===== src/rtl/uioreg_con_arbiter_pkg.sv =====
// Shared types and constants for the con register bus arbiter.
// Holds the transaction state encoding and the default bus geometry.
package uioreg_pkg;

  typedef enum logic [1:0] {
    IDLE    = 2'd0,
    ISSUE   = 2'd1,
    WAIT    = 2'd2,
    CAPTURE = 2'd3
  } state_t;

  localparam int DEF_N_REQ         = 2;
  localparam int DEF_ADDRESS_WIDTH = 14;
  localparam int DEF_DATA_WIDTH    = 32;
  localparam int DEF_READ_LATENCY  = 1;

  // The latency counter only needs to reach READ_LATENCY-1 (max 6)
  localparam int CNT_W = 3;

  function automatic int idx_w(input int n);
    return (n > 1) ? $clog2(n) : 1;
  endfunction

endpackage


===== src/rtl/uioreg_rr_arbiter.sv =====
// Combinational round-robin selector: picks the first requester after last_grant.
// Produces both a one-hot grant and its binary index.
module uioreg_rr_arbiter #(
  parameter int N  = 2,
  parameter int IW = 1
) (
  input  logic [N-1:0]  req,
  input  logic [IW-1:0] last_grant,
  output logic [N-1:0]  grant,
  output logic [IW-1:0] grant_idx
);

  logic [IW-1:0] idx;

  // Scan from the farthest candidate to the nearest so the nearest set bit wins
  always_comb begin
    grant     = '0;
    grant_idx = '0;
    idx       = '0;
    for (int k = N; k >= 1; k--) begin
      idx = IW'((int'(last_grant) + k) % N);
      if (req[idx]) begin
        grant     = N'(1) << idx;
        grant_idx = idx;
      end
    end
  end

endmodule


===== src/rtl/uioreg_con_arbiter.sv =====
// Shares the con register bus between N_REQ requesters with round-robin
// arbitration, one transaction at a time, and fixed-latency read capture.
module uioreg_con_arbiter
  import uioreg_pkg::*;
#(
  parameter int N_REQ         = DEF_N_REQ,
  parameter int ADDRESS_WIDTH = DEF_ADDRESS_WIDTH,
  parameter int DATA_WIDTH    = DEF_DATA_WIDTH,
  parameter int READ_LATENCY  = DEF_READ_LATENCY
) (
  input  logic                            clk,
  input  logic                            reset_n,
  input  logic [N_REQ-1:0]                req_valid,
  input  logic [N_REQ-1:0]                req_write,
  input  logic [N_REQ*ADDRESS_WIDTH-1:0]  req_address,
  input  logic [N_REQ*DATA_WIDTH-1:0]     req_writedata,
  output logic [N_REQ-1:0]                req_ready,
  output logic [N_REQ-1:0]                rsp_valid,
  output logic [DATA_WIDTH-1:0]           rsp_readdata,
  output logic [ADDRESS_WIDTH-1:0]        con_adrout,
  output logic [DATA_WIDTH-1:0]           con_dataout,
  input  logic [DATA_WIDTH-1:0]           con_datain,
  output logic                            con_write_out,
  output logic                            con_read_out,
  output logic                            con_chip_sel,
  output logic                            busy
);

  localparam int IW = idx_w(N_REQ);

  state_t state, state_nx;

  logic [IW-1:0]            gnt_idx_q;
  logic                     wr_q;
  logic [IW-1:0]            last_grant_q;
  logic [CNT_W-1:0]         wcnt_q;
  logic [N_REQ-1:0]         arb_grant;
  logic [IW-1:0]            arb_idx;
  logic                     grant_load;
  logic                     capture;
  logic [ADDRESS_WIDTH-1:0] addr_arr [N_REQ];
  logic [DATA_WIDTH-1:0]    data_arr [N_REQ];

  always_comb begin
    for (int i = 0; i < N_REQ; i++) begin
      addr_arr[i] = req_address[i*ADDRESS_WIDTH +: ADDRESS_WIDTH];
      data_arr[i] = req_writedata[i*DATA_WIDTH +: DATA_WIDTH];
    end
  end

  uioreg_rr_arbiter #(
    .N  (N_REQ),
    .IW (IW)
  ) u_rr (
    .req        (req_valid),
    .last_grant (last_grant_q),
    .grant      (arb_grant),
    .grant_idx  (arb_idx)
  );

  always_ff @(posedge clk or negedge reset_n) begin
    if (!reset_n) begin
      state        <= IDLE;
      gnt_idx_q    <= '0;
      wr_q         <= 1'b0;
      last_grant_q <= IW'(N_REQ - 1);
      wcnt_q       <= '0;
      con_adrout   <= '0;
      con_dataout  <= '0;
      rsp_valid    <= '0;
      rsp_readdata <= '0;
    end else begin
      state     <= state_nx;
      rsp_valid <= '0;
      if (grant_load) begin
        gnt_idx_q    <= arb_idx;
        wr_q         <= |(arb_grant & req_write);
        last_grant_q <= arb_idx;
        con_adrout   <= addr_arr[arb_idx];
        con_dataout  <= data_arr[arb_idx];
      end
      if (state == ISSUE) begin
        wcnt_q <= CNT_W'(1);
      end else if (state == WAIT) begin
        wcnt_q <= wcnt_q + 1'b1;
      end
      // Registered response: the pulse overlaps the next IDLE decision
      if (capture) begin
        rsp_valid    <= N_REQ'(1) << gnt_idx_q;
        rsp_readdata <= con_datain;
      end
    end
  end

  always_comb begin
    state_nx      = state;
    grant_load    = 1'b0;
    capture       = 1'b0;
    con_chip_sel  = 1'b0;
    con_write_out = 1'b0;
    con_read_out  = 1'b0;
    req_ready     = '0;
    case (state)
      IDLE: begin
        if (|req_valid) begin
          grant_load = 1'b1;
          state_nx   = ISSUE;
        end
      end
      ISSUE: begin
        con_chip_sel  = 1'b1;
        con_write_out = wr_q;
        con_read_out  = !wr_q;
        req_ready     = N_REQ'(1) << gnt_idx_q;
        if (wr_q) begin
          state_nx = IDLE;
        end else if (READ_LATENCY > 1) begin
          state_nx = WAIT;
        end else begin
          state_nx = CAPTURE;
        end
      end
      WAIT: begin
        con_chip_sel = 1'b1;
        if (wcnt_q == CNT_W'(READ_LATENCY - 1)) begin
          state_nx = CAPTURE;
        end
      end
      CAPTURE: begin
        con_chip_sel = 1'b1;
        capture      = 1'b1;
        state_nx     = IDLE;
      end
      default: state_nx = IDLE;
    endcase
  end

  assign busy = (state != IDLE);

endmodule


===== config.mk =====
export PLATFORM = sky130hd
export DESIGN_NAME = uioreg_con_arbiter
export DESIGN_NICKNAME = d
export VERILOG_FILES = /design/src/rtl/uioreg_con_arbiter_pkg.sv /design/src/rtl/uioreg_rr_arbiter.sv /design/src/rtl/uioreg_con_arbiter.sv
export SDC_FILE = /design/constraint.sdc
export NUM_CORES = 1
export LEC_CHECK = 0
export ABC_AREA = 1
export CAP_MARGIN = 10
export CORE_AREA = 2 2 107 109
export DETAILED_ROUTE_END_ITERATION = 10
export DIE_AREA = 0 0 109 111
export PLACE_DENSITY = 0.85
export SYNTH_ARGS = -nofsm -noshare
export SYNTH_HDL_FRONTEND = slang
export SYNTH_SLANG_ARGS = --single-unit

===== constraint.sdc =====
create_clock -name clk -period 1.6 [get_ports clk]
set_input_delay 0.32 -clock clk [delete_from_list [all_inputs] [get_ports clk]]
set_output_delay 0.32 -clock clk [all_outputs]
set_load 0.01 [all_outputs]

==> results of run 1 <==
## path summary, 6_finish.rpt
| check | end | slack (ps) |
|---|---|---|
| max | req_ready[0] | 7 |
| min | rsp_readdata[10] | 4 |
| max reg2reg | con_dataout[9] | 140 |
| min reg2reg | rsp_readdata[4] | 470 |
| max in group asynchronous | last_grant_q | 1190 |
| min in group clk | rsp_readdata[4] | 470 |
## worst register-to-register path, delay by kind of cell, from the launching register on
| kind | cells | cell delay [ps] |
|---|---|---|
| buf+inv | 4 | 500 |
| compound gates | 1 | 80 |
| flops | 1 | 400 |
| fa+ha+maj | 1 | 210 |
| simple gates | 2 | 160 |
## metrics by stage
step                TNS, ps  cells
finish                    0    974
global route          -86.8    974
CTS                   -13.9    973
detailed placement    -4260    956
global placement      -2160    956
floorplan                 0    604
## registers in the layout, indices dropped and copies added, names as in the netlist
name / count
wr_q: 1
rsp_valid: 2
rsp_readdata: 32
con_adrout: 14
wcnt_q: 3
gnt_idx_q: 1
con_dataout: 32
state: 2
last_grant_q: 1
## synth_stat cells (all sizes together)
library cell,number,area [um2]
nand2,260,976
inv,109,409
nand3,97,485
dfrtp,87,2180
buf,20,124
clkbuf,12,45.0
ha,7,87.6
o21ai,5,28.8
nor2,4,15.0
a21oi,1,5.00
dfstp,1,26.3
xor2,1,8.76
## cells by family (layout without fill, tap and decap cells)
group	Yosys count	in the layout	share of synthesized area
adders and majority gates	7	7	0.0200
xor gates and xnor gates	1	1	0.00200
buffers and inverters	141	368	0.132
AOI/OAI and AO/OA	6	6	0.00770
and+or+nand+nor	361	361	0.336
DFF	88	88	0.502
## where the power goes
group | internal (mW) | switching (mW) | total [mW]
Clock | 1.26 | 0.877 | 2.14
Sequential | 3.34 | 0.601 | 3.94
Combinational | 3.13 | 2.96 | 6.09
Total | 7.72 | 4.44 | 12.2
## cell type report
type / instances / area [um2]
inverter: 109 / 409
clock inverter: 5 / 65.1
multi-input combinational: 375 / 1640
clock buffer: 10 / 239
sequential: 88 / 2200
tap: 143 / 179
fill: 921 / 3880
timing repair buffer: 244 / 2470
## metal layers
metal	up-vias	GRT usage	wire, um
met2	182	0.357	6280
met3	29	0.0541	926
met1	2026	0.286	5270
met4	0	0.103	405
li1	2242	-	-
met5	-	0	0
## timing repair
| action | CTS | global route |
|---|---|---|
| resized for setup | 30 | 31 |
| hold endpoints to repair | 0 | 0 |
| setup buffers | 2 | 1 |
| pin swaps | 0 | 1 |
| endpoints found under the setup margin | 7 | 30 |
==> impl_metrics.json, run 1 <==
{
  "dpl_worst_slack_ps": -126,
  "antenna_found_initial": 0,
  "grt_remaining_overflow": 0,
  "slowest_delay_ps": 410,
  "start_util": 0.396,
  "avgSynthCellArea_um2": 7.26,
  "cts_tree": "built",
  "power_leakage_nw": 4.08,
  "ys_warn_count": 0,
  "power_mw": 12.2,
  "yosysUniqueCellTypes": 16,
  "numCtsBuffers": 9,
  "hpwl_um": 9260,
  "wl_um": 12900,
  "period_needed_ps": 1590,
  "worstHoldPathType": "input pin to asynchronous set/reset pin",
  "clk_latency_ps": 340,
  "hold_slack_ps": 3.98,
  "power_density_nw_per_um2": 1690,
  "fin_area_um2": 7200,
  "drt_iter0_drc": 281,
  "timing.slew.headroom": 0.687,
  "vias": 4479,
  "crit_path_start": "state[0]",
  "status": "complete, no violations",
  "netlist_area_um2": 4390,
  "worstSetupEndpointType": "output port",
  "port_buffers": 215,
  "critPathLaunchType": "flop",
  "die-area_um2": 12100,
  "drive_gt1_frac": 0.0758,
  "syn2layout_area_growth_pct": 64.1,
  "io_pins": 216,
  "rsz0062_at_grt": "yes",
  "path_clk_slew_ps": 60,
  "tightestPinTransition_ps": 470,
  "ys_ff_latch": 88,
  "mostFrequentLayoutCells": "256 x nand2_1, 181 x clkdlybuf4s50_1, 104 x inv_1, 97 x nand3_1, 87 x dfrtp_1",
  "coreArea_um2": 11100,
  "fin_util": 0.650,
  "wire_per_inst_um": 13.2,
  "cts.sinks": 88,
  "grt_max_degree": 89,
  "drt_pass1_iterations": 4,
  "gp_congestion": 0.824,
  "drt-vias-per-instance": 4.60,
  "clk_path_buf_depth": 2,
  "syn_nets": 741,
  "crit_fanout": 4,
  "required_ps": 1280,
  "layout_worst_path_cycle_share": 0.996,
  "synthCells": 604,
  "fmax_ghz": 0.628,
  "drv_cap": 0,
  "die_w_um": 109,
  "fin_nets": 964,
  "worstSetupPathType": "flop to output port",
  "die_h_um": 111,
  "critical-path-top-delay-family": "flip-flops",
  "final-hold-violation-count": 0,
  "reg2reg_depth": 8,
  "mostFrequentLayoutCell": "nand2_1",
  "cts_root_buf": "clkbuf_16",
  "ir_drop_mv": 0.956,
  "grt_pass1_wl_um": 21200,
  "grt_util_all_layers": 0.224,
  "r2r_start": "state[0]",
  "slowest_stage": "dfrtp_1",
  "final_max_slew_viol_count": 0,
  "path_cells": "buf_6 > ha_4 > inv_2 > nor2_1 > buf_2",
  "skew_ps": 10.1,
  "postRouteAntennaNets": 0,
  "path_depth": 5,
  "layout_setup_ws_ps": 6.90,
  "antenna_cells": 0,
  "yosysSeqAreaShare": 0.502,
  "grt_pass1_vias": 4379,
  "remaining_drc_errors": 0,
  "finalSetupViolations": 0,
  "postCtsHoldBufs": 0,
  "core.rowCount": 39,
  "placed_cell_area_um2": 6810,
  "cts.htree.levels": 3,
  "crit_buf_inv": 3,
  "arrival_ps": 1270
}
Note: power is estimated with default switching activity, not from simulation.
==> run 2: changes to the inputs <==
--- a/config.mk
+++ b/config.mk
@@ -7,9 +7,9 @@
 export LEC_CHECK = 0
 export ABC_AREA = 1
 export CAP_MARGIN = 10
-export CORE_AREA = 2 2 107 109
+export CORE_AREA = 4 4 109 111
 export DETAILED_ROUTE_END_ITERATION = 10
-export DIE_AREA = 0 0 109 111
+export DIE_AREA = 0 0 113 115
 export PLACE_DENSITY = 0.85
 export SYNTH_ARGS = -nofsm -noshare
 export SYNTH_HDL_FRONTEND = slang
==> impl_metrics.json, run 2 (synthesis results as in run 1) <==
{
  "critPathLaunchType": "flop",
  "fill_cells": 892,
  "top_usage_layer": "met2",
  "drv_cap": 0,
  "timing.slew.headroom": 0.696,
  "fin_util": 0.671,
  "numCtsBuffers": 9,
  "mostFrequentLayoutCell": "nand2_1",
  "power_mw": 11.6,
  "grt_util_all_layers": 0.196,
  "wire_per_inst_um": 13.8,
  "path_clk_slew_ps": 90,
  "vias": 4515,
  "placed_cell_area_um2": 6860,
  "fmax_ghz": 0.640,
  "die-area_um2": 13000,
  "die_w_um": 113,
  "fin_setup_tns_ps": 0,
  "fin_nets": 969,
  "antenna_cells": 0,
  "worstSetupPathType": "flop to output port",
  "grt_use_met2": 0.327,
  "drt_pass1_iterations": 5,
  "ir_drop_mv": 0.857,
  "wl_um": 13500,
  "met3_usage": 0.0589,
  "layout_worst_path_cycle_share": 0.976,
  "grt_pass1_wl_um": 20600,
  "power_density_nw_per_um2": 1600,
  "grt_remaining_overflow": 0,
  "mostFrequentLayoutCells": "260 x nand2_1, 133 x clkdlybuf4s50_1, 104 x inv_1, 97 x nand3_1, 86 x dfrtp_1",
  "arrival_ps": 1240,
  "power_leakage_nw": 4.43,
  "io_pins": 216,
  "drt-vias-per-instance": 4.62,
  "cts.htree.levels": 3,
  "grt_pass1_vias": 4278,
  "largestRegisters": "con_dataout (32), rsp_readdata (32), con_adrout (14)",
  "coreArea_um2": 10800,
  "postRouteAntennaNets": 0,
  "crit_fanout": 4,
  "gp_congestion": 0.848,
  "worstHoldPathType": "input pin to asynchronous set/reset pin",
  "tightestPinTransition_ps": 456,
  "final-hold-violation-count": 0,
  "finalSetupViolations": 0,
  "worstSetupEndpointType": "output port",
  "postCtsHoldBufs": 0,
  "fin_area_um2": 7250,
  "core.rowCount": 38,
  "die_h_um": 115,
  "grt_use_met1": 0.241,
  "required_ps": 1280,
  "cts_tree": "built",
  "start_util": 0.407,
  "hpwl_um": 9770,
  "skew_ps": 15.0,
  "clk_path_buf_depth": 2,
  "drive_gt1_frac": 0.0836,
  "drt_iter0_drc": 256,
  "final_max_slew_viol_count": 0,
  "remaining_drc_errors": 0,
  "clk_latency_ps": 340,
  "antenna_found_initial": 0,
  "cts_root_buf": "clkbuf_8",
  "rsz0062_at_grt": "yes",
  "status": "complete, no violations",
  "port_buffers": 215,
  "cts.sinks": 88,
  "period_needed_ps": 1560,
  "syn2layout_area_growth_pct": 65.2,
  "grt_max_degree": 89
}
[run 2: cell types whose count changed in the layout (fill, tap and decap cells not counted), sizes merged]
| cell | change |
|---|---|
| clkbuf | +2 |
| dlymetal6s2s | +26 |
| dlygate4sd2 | +22 |
| clkdlybuf4s50 | -48 |
| clkinv | +1 |
| buf | +3 |
[run 2: final timing paths]
check / from / to / slack, ps / depth (start not counted)
min reg2reg: rsp_readdata[27] / rsp_readdata[27] / 470 / 2
min: reset_n / rsp_readdata[11] / 10 / 2
max reg2reg: state[1] / con_dataout[1] / 120 / 9
max in group asynchronous: reset_n / state[0] / 1220 / 2
max: state[1] / req_ready[0] / 40 / 5
min in group clk: rsp_readdata[27] / rsp_readdata[27] / 470 / 2
[run 2: power by group]
group	internal (mW)	switching, mW
Sequential	3.33	0.611
Clock	0.774	0.805
Combinational	2.99	3.09
Total	7.10	4.50
[run 2: metal layers]
metal  vias up  routed length [um]
li1       2247                   -
met1      2069                5310
met2       167                6850
met3        32                 926
met4         0                 417
met5         -                   0
[run 2: timing repair]
action	in CTS	in global routing
gates cloned	0	1
resized for setup	48	68
setup endpoints to repair	29	84
pin swaps	1	2
buffers inserted	2	2
[run 2: metrics by stage]
step,setup WS [ps],instances,hold WS (ps)
after floorplan,178,604,24.4
after global placement,-35.4,956,396
after detailed placement,-61.0,956,400
after CTS,-1.06,974,22.9
after global routing,-60.8,977,8.03
final,37.6,977,13.8
[run 2: area by class of cell]
cell class / instances / area, um2 / share of cell area
timing repair buffer: 249 / 2590 / 0.358
sequential: 88 / 2200 / 0.304
multi-input combinational: 375 / 1660 / 0.229
inverter: 109 / 414 / 0.0571
tap: 140 / 175 / 0.0242
clock buffer: 10 / 138 / 0.0190
clock inverter: 6 / 66.3 / 0.00915
[run 2: critical path, cell delays in order, from the launching register on]
cell and delay (ps):
dfrtp_1 400, inv_2 90, ha_4 160, inv_4 40, nor2_2 80, buf_2 130
